**config.mk**
```make
export PLATFORM = sky130hd
export DESIGN_NAME = utopia2_atm_tx_flat
export DESIGN_NICKNAME = d
export VERILOG_FILES = /design/src/rtl/utopia2_atm_tx_if.sv /design/src/rtl/utopia2_atm_tx.sv /design/src/flat_wrapper.sv
export SDC_FILE = /design/constraint.sdc
export NUM_CORES = 2
export LEC_CHECK = 0
export ABC_CLOCK_PERIOD_IN_PS = 4700
export CAP_MARGIN = 20
export CORE_ASPECT_RATIO = 0.75
export CORE_MARGIN = 2
export CORE_UTILIZATION = 55
export DETAILED_ROUTE_END_ITERATION = 7
export HOLD_SLACK_MARGIN = 0.08
export PLACE_DENSITY = 0.71
export SYNTH_ARGS = -nofsm -noshare
export SYNTH_HDL_FRONTEND = slang
export SYNTH_SLANG_ARGS = --single-unit
```
**constraint.sdc**
```tcl
create_clock -name clk -period 4.7 [get_ports clk]
set_input_delay 0.94 -clock clk [delete_from_list [all_inputs] [get_ports clk]]
set_output_delay 0.94 -clock clk [all_outputs]
set_load 0.02 [all_outputs]
```
**src/rtl/utopia2_atm_tx_if.sv**
```systemverilog
// Utopia level 2 transmit bundle: word-wide cell input from the ATM core plus the
// PHY-side transmit bus. The transmitter is the master of the Utopia bus.
interface utopia2_atm_tx_if #(parameter int WIDTH = 8);
  logic             in_valid;
  logic             in_ready;
  logic [WIDTH-1:0] in_data;
  logic             in_soc;
  logic [4:0]       in_phy;
  logic [WIDTH-1:0] tx_data;
  logic             tx_soc;
  logic             tx_enb;
  logic [4:0]       tx_addr;
  logic             tx_clav;

  modport master (input  in_valid, in_data, in_soc, in_phy, tx_clav,
                  output in_ready, tx_data, tx_soc, tx_enb, tx_addr);
  modport slave  (output in_valid, in_data, in_soc, in_phy, tx_clav,
                  input  in_ready, tx_data, tx_soc, tx_enb, tx_addr);
endinterface

```
**src/rtl/utopia2_atm_tx.sv**
```systemverilog
// Utopia level 2 ATM-layer transmitter: buffers whole cells, polls the head cell's
// PHY for clav and then transmits the cell on the shared Utopia bus.
//
//   state  | meaning
//   IDLE   | no committed cell in the buffer
//   POLL   | head PHY address driven with tx_enb high
//   CHECK  | null address driven, tx_clav sampled
//   SELECT | head PHY address driven to select it for transfer
//   SEND   | one cell word per cycle with tx_enb low
module utopia2_atm_tx #(
  parameter int WIDTH   = 8,
  parameter int NUM_PHY = 4,
  parameter int DEPTH   = 4
) (
  input  logic                clk,
  input  logic                reset,
  utopia2_atm_tx_if.master    bus,
  output logic                err_runt,
  output logic [15:0]         cells_sent
);
  localparam int CW = (WIDTH == 8) ? 53 : 27;
  localparam int IW = $clog2(CW);
  localparam int SW = (DEPTH > 1) ? $clog2(DEPTH) : 1;
  localparam int NW = $clog2(DEPTH + 1);
  localparam logic [4:0] NULL_ADDR = 5'h1F;

  typedef enum logic [2:0] {IDLE, POLL, CHECK, SELECT, SEND} state_t;

  state_t           state;
  logic [WIDTH-1:0] mem [DEPTH][CW];
  logic [4:0]       phy_mem [DEPTH];
  logic [SW-1:0]    wr_slot, rd_slot, rd_next;
  logic [NW-1:0]    count, count_nxt;
  logic [IW-1:0]    wr_idx, wr_pos, rd_idx, rd_inc;
  logic             open_cell;
  logic             take, wr_en, commit, pop, runt;
  logic [WIDTH-1:0] tx_data_q;
  logic             tx_soc_q, tx_enb_q;
  logic [4:0]       tx_addr_q;

  assign bus.in_ready = !reset && (count != NW'(DEPTH));
  assign bus.tx_data  = tx_data_q;
  assign bus.tx_soc   = tx_soc_q;
  assign bus.tx_enb   = tx_enb_q;
  assign bus.tx_addr  = tx_addr_q;

  assign take    = bus.in_valid && bus.in_ready;
  assign wr_en   = take && (bus.in_soc || open_cell);
  assign wr_pos  = bus.in_soc ? '0 : wr_idx;
  assign runt    = take && bus.in_soc && open_cell;
  // Cells for out-of-range PHYs are assembled normally but never committed.
  assign commit  = take && open_cell && !bus.in_soc && (wr_idx == IW'(CW - 1))
                   && (phy_mem[wr_slot] < 5'(NUM_PHY));
  assign pop     = (state == SEND) && (rd_idx == IW'(CW - 1));
  assign count_nxt = count + NW'(commit) - NW'(pop);
  assign rd_next = rd_slot + 1'b1;
  assign rd_inc  = rd_idx + 1'b1;

  always_ff @(posedge clk) begin
    if (wr_en) begin
      mem[wr_slot][wr_pos] <= bus.in_data;
      if (bus.in_soc) phy_mem[wr_slot] <= bus.in_phy;
    end
  end

  always_ff @(posedge clk) begin
    if (reset) begin
      open_cell <= 1'b0;
      wr_idx    <= '0;
      wr_slot   <= '0;
      err_runt  <= 1'b0;
    end else begin
      err_runt <= runt;
      if (wr_en) begin
        if (bus.in_soc) begin
          open_cell <= 1'b1;
          wr_idx    <= IW'(1);
        end else if (wr_idx == IW'(CW - 1)) begin
          open_cell <= 1'b0;
          wr_idx    <= '0;
        end else begin
          wr_idx <= wr_idx + 1'b1;
        end
      end
      if (commit) wr_slot <= wr_slot + 1'b1;
    end
  end

  always_ff @(posedge clk) begin
    if (reset) begin
      state      <= IDLE;
      rd_slot    <= '0;
      rd_idx     <= '0;
      count      <= '0;
      cells_sent <= '0;
      tx_data_q  <= '0;
      tx_soc_q   <= 1'b0;
      tx_enb_q   <= 1'b1;
      tx_addr_q  <= NULL_ADDR;
    end else begin
      count <= count_nxt;
      case (state)
        IDLE: begin
          if (count != '0) begin
            state     <= POLL;
            tx_addr_q <= phy_mem[rd_slot];
          end
        end
        POLL: begin
          state     <= CHECK;
          tx_addr_q <= NULL_ADDR;
        end
        CHECK: begin
          // A busy PHY keeps the head cell; later cells wait behind it.
          state     <= bus.tx_clav ? SELECT : POLL;
          tx_addr_q <= phy_mem[rd_slot];
        end
        SELECT: begin
          state     <= SEND;
          tx_enb_q  <= 1'b0;
          tx_addr_q <= NULL_ADDR;
          tx_data_q <= mem[rd_slot][0];
          tx_soc_q  <= 1'b1;
          rd_idx    <= '0;
        end
        SEND: begin
          tx_soc_q <= 1'b0;
          if (pop) begin
            tx_enb_q   <= 1'b1;
            tx_data_q  <= '0;
            rd_idx     <= '0;
            rd_slot    <= rd_next;
            cells_sent <= cells_sent + 16'd1;
            if (count_nxt != '0) begin
              state     <= POLL;
              tx_addr_q <= phy_mem[rd_next];
            end else begin
              state <= IDLE;
            end
          end else begin
            tx_data_q <= mem[rd_slot][rd_inc];
            rd_idx    <= rd_inc;
          end
        end
        default: state <= IDLE;
      endcase
    end
  end
endmodule

```
**src/flat_wrapper.sv**
```systemverilog
// flat-port wrapper written by rule: the top's interface ports become plain ports
module utopia2_atm_tx_flat 
#(
  parameter int WIDTH   = 8,
  parameter int NUM_PHY = 4,
  parameter int DEPTH   = 4
)
  (clk, reset, err_runt, cells_sent, bus_in_valid, bus_in_data, bus_in_soc, bus_in_phy, bus_tx_clav, bus_in_ready, bus_tx_data, bus_tx_soc, bus_tx_enb, bus_tx_addr);
  utopia2_atm_tx_if #(.WIDTH(WIDTH)) bus_i ();
  input  logic clk;
  input  logic reset;
  output logic err_runt;
  output logic [15:0] cells_sent;
  input wire logic [$bits(bus_i.in_valid)-1:0] bus_in_valid;
  input wire logic [$bits(bus_i.in_data)-1:0] bus_in_data;
  input wire logic [$bits(bus_i.in_soc)-1:0] bus_in_soc;
  input wire logic [$bits(bus_i.in_phy)-1:0] bus_in_phy;
  input wire logic [$bits(bus_i.tx_clav)-1:0] bus_tx_clav;
  output wire logic [$bits(bus_i.in_ready)-1:0] bus_in_ready;
  output wire logic [$bits(bus_i.tx_data)-1:0] bus_tx_data;
  output wire logic [$bits(bus_i.tx_soc)-1:0] bus_tx_soc;
  output wire logic [$bits(bus_i.tx_enb)-1:0] bus_tx_enb;
  output wire logic [$bits(bus_i.tx_addr)-1:0] bus_tx_addr;
  assign bus_i.in_valid = bus_in_valid;
  assign bus_i.in_data = bus_in_data;
  assign bus_i.in_soc = bus_in_soc;
  assign bus_i.in_phy = bus_in_phy;
  assign bus_i.tx_clav = bus_tx_clav;
  assign bus_in_ready = bus_i.in_ready;
  assign bus_tx_data = bus_i.tx_data;
  assign bus_tx_soc = bus_i.tx_soc;
  assign bus_tx_enb = bus_i.tx_enb;
  assign bus_tx_addr = bus_i.tx_addr;
  utopia2_atm_tx #(.WIDTH(WIDTH), .NUM_PHY(NUM_PHY), .DEPTH(DEPTH)) u_core (.clk(clk), .reset(reset), .bus(bus_i), .err_runt(err_runt), .cells_sent(cells_sent));
endmodule
```
==> results.toml <==
[synth]
syn_inst = 3458
yosysMostFrequentCell = "edfxtp_1"
synth_seq_cells = 1775
synth_top_area_cell = "edfxtp_1"
synth_cell_types = 76
yosys.area.top_type_share_pct = 73.9
netlist_area_sq_um = 69700
synth.area.top_cells = "edfxtp_1 (74%), mux4_2 (12%), mux2i_1 (1.9%), dfxtp_1 (1.7%), a22oi_1 (0.95%)"
yosys_most_used_dff = "edfxtp_1"
yosys_warnings = 0
syn_nets = 3488
ys_seq_area_share_pct = 75.6
synth_edf_count = 1716
postSynthAreaPerCell_sq_um = 20.2
ys_top_cells_by_count = "edfxtp_1 (1716), mux4_2 (382), nor2_1 (156)"
async_flop_share_pct = 0

[timing]
fin_skew_ns = 0.0346
fin_tns_setup_ns = 0
timing_worst_slew_pin_value_ns = 1.21
finalSetupViolCount = 0
max_slew_margin_pct = 19.2
slew_viol_final = 0
layout_setup_ws_ns = 0.817
whs_ns = 0.472
rsz0062_at_grt = "false"
hold_violations = 0
fin_crit_sh_pct = 82.6
clock.fmax_ghz = 0.258
post-route-min-period_ns = 3.88

[clocking]
cts-hold-fix-buffers = 0
clk_pin_slew_ns = 0.06
cts_tree = "done"
numCtsBuffers = 163
cts_sinks = 1775
ctsHtreeMaxLevel = 4
worstSkewPairLatency_ns = 0.81
clk_path_buf_depth = 3
cts_setup_buffers = 0
cts_resized = 0
cts_root_buf = "clkbuf_16"

[floorplanning]
die_h_um = 312
pin_count = 51
die_x_um = 415
rows = 113
core_area_sq_um = 126000
dieArea_sq_um = 130000
start_util_pct = 55.2

[place]
place_inst = 5097
placed_area_sq_um = 72500
dp_hpwl_mm = 106
finalWeightedCongestion = 0.924
place.port_buffers = 50
pre_cts_ws_ns = 0.603

[global_routing]
gr-usage-met1_pct = 42.5
busiest_layer = "met1"
grt_antenna_before_repair = 7
grt_overflow = 0
grt_max_degree = 127
met3_usage_pct = 7.20
grt_pass1_wl_mm = 247
track_usage_pct = 26.5
met2_usage_pct = 35.8
grt_pass1_vias = 34677

[layout]
design_area_sq_um = 77700
nNetsFinal = 3625
final_core_util_pct = 61.5
drive_gt1_share_pct = 21.5
synthToLayoutAreaGrowth_pct = 11.4
instances_no_fill = 5396

[critical_path]
path_max_fanout = 10
cp_data_arrival_time_ns = 4.57
crit_slowest_cell = "dfxtp_1"
endpoint_kind = "flip-flop"
required_ns = 5.38
crit_path_cell_trace = "nand4_1 > nor3_2 > ha_1 > inv_1 > ha_1 > fa_1 > xnor2_1 > xnor2_1 > o31a_1 > nand2_1 > a32o_1 > nor2_1 > a211o_1"
start_kind = "flip-flop"
crit_type = "reg -> reg"
slowest_delay_ns = 0.60

[power_and_ir_drop]
p_leak_nw = 23.7
p_clk_share_pct = 42.3
powerDensity_nw_per_um2 = 394
p_int_mw = 24.5
vdd_drop_max_mv = 0.343
p_sw_share_pct = 19.9
power_frac_seq_pct = 56.6
p_total_mw = 30.6
pwr-share-comb_pct = 1.1
p_sw_mw = 6.09

[worst_hold_path]
hp-class = "reg -> reg"

[routing]
dr.pass1.iters = 5
drc = 0
detail_route.vias_per_cell = 6.69
vias = 36075
ant_nets = 0
avgRoutedWirePerCell_um = 31.7
drt_iter0_drc = 6041
routed_wl_mm = 171

[job]
drv_cap = 0

[status]
status = "completed"
[cell usage in the layout, fill, tap and decap left out, types with 9 or more instances in the layout]
master / count
a211oi_1: 9
a21oi_1: 54
a221oi_1: 26
a22o_1: 18
a22oi_1: 88
a31oi_1: 12
and2_1: 88
and3_1: 99
buf_12: 18
buf_4: 119
bufinv_16: 11
clkbuf_1: 26
clkbuf_16: 167
clkdlybuf4s50_1: 41
clkinv_1: 38
clkinv_2: 33
dfxtp_1: 56
edfxtp_1: 1716
inv_1: 10
mux2i_1: 133
mux4_2: 382
nand2_1: 74
nand3_1: 28
nor2_1: 155
nor2b_1: 12
nor3_1: 14
o21ai_0: 28
o221ai_1: 47
o22ai_1: 28
xor2_1: 16
[worst paths after layout]
path	end	start	depth (start not counted)	slack [ns]
setup / recovery	u_core.bus.tx_addr[4]	u_core.rd_idx[2]	13	0.82
hold / removal	u_core.bus.tx_addr[2]	u_core.bus.tx_addr[2]	1	0.47
setup reg to reg	u_core.bus.tx_addr[4]	u_core.rd_idx[2]	13	0.82
hold reg to reg	u_core.bus.tx_addr[2]	u_core.bus.tx_addr[2]	1	0.47
[cells by family (layout without fill, tap and decap cells)]
family	count (synthesis)	count (layout)	synth area share, %
AOI/OAI and AO/OA	364	364	3.80
xor gates and xnor gates	28	28	0.373
adders and majority gates	12	12	0.226
buffers and inverters	226	495	1.65
DFF	1775	1775	75.6
muxes	523	523	14.4
other	0	2	0
and+or+nand+nor	530	530	3.95
[per-layer routing]
layer,wire length (um),up-vias
li1,-,14638
met2,72200,2313
met4,4640,2
met1,72300,18853
met3,21800,269
met5,17,-
[area by class of cell]
cell class                      count  area, sq um
Antenna cell                        2         5.00
Clock buffer                      195         4300
Clock inverter                    102          846
Fill cell                        8626        48600
Inverter                           11         41.3
Multi-Input combinational cell   1457        15900
Sequential cell                  1775        52700
Tap cell                         1667         2090
Timing Repair Buffer              187         1760
[worst max-delay path: cells and delay by family, from the launching register on]
kind	cells	cell delay (ns)
AO/OA/AOI/OAI	3	0.88
flip-flops	1	0.60
AND/OR/NAND/NOR	4	1.13
buffers and inverters	1	0.04
XOR/XNOR	2	0.29
adder cells (fa/ha/maj)	3	0.83
[state kept, by name, indices dropped and copies added, names as in the netlist, 2 cells and up, named ones only]
| register | flops |
|---|---|
| u_core.bus.tx_addr | 5 |
| u_core.rd_idx | 6 |
| u_core.phy_mem | 20 |
| u_core.rd_slot | 2 |
| u_core.wr_idx | 6 |
| u_core.count | 3 |
| u_core.mem | 1696 |
| u_core.cells_sent | 16 |
| u_core.bus.tx_data | 8 |
| u_core.state | 3 |
| u_core.wr_slot | 2 |
[power by group through the flow]
stage | clock [mW] | combinational (mW) | sequential (mW)
after floorplan | 0 | 0.0308 | 17.7
after global placement | 0 | 0.337 | 17.7
after detailed placement | 0 | 0.350 | 17.7
after CTS | 13.1 | 0.349 | 17.3
after global routing | 13.7 | 0.372 | 17.3
final | 12.9 | 0.346 | 17.3
Note: power is estimated with default switching activity, not from simulation.
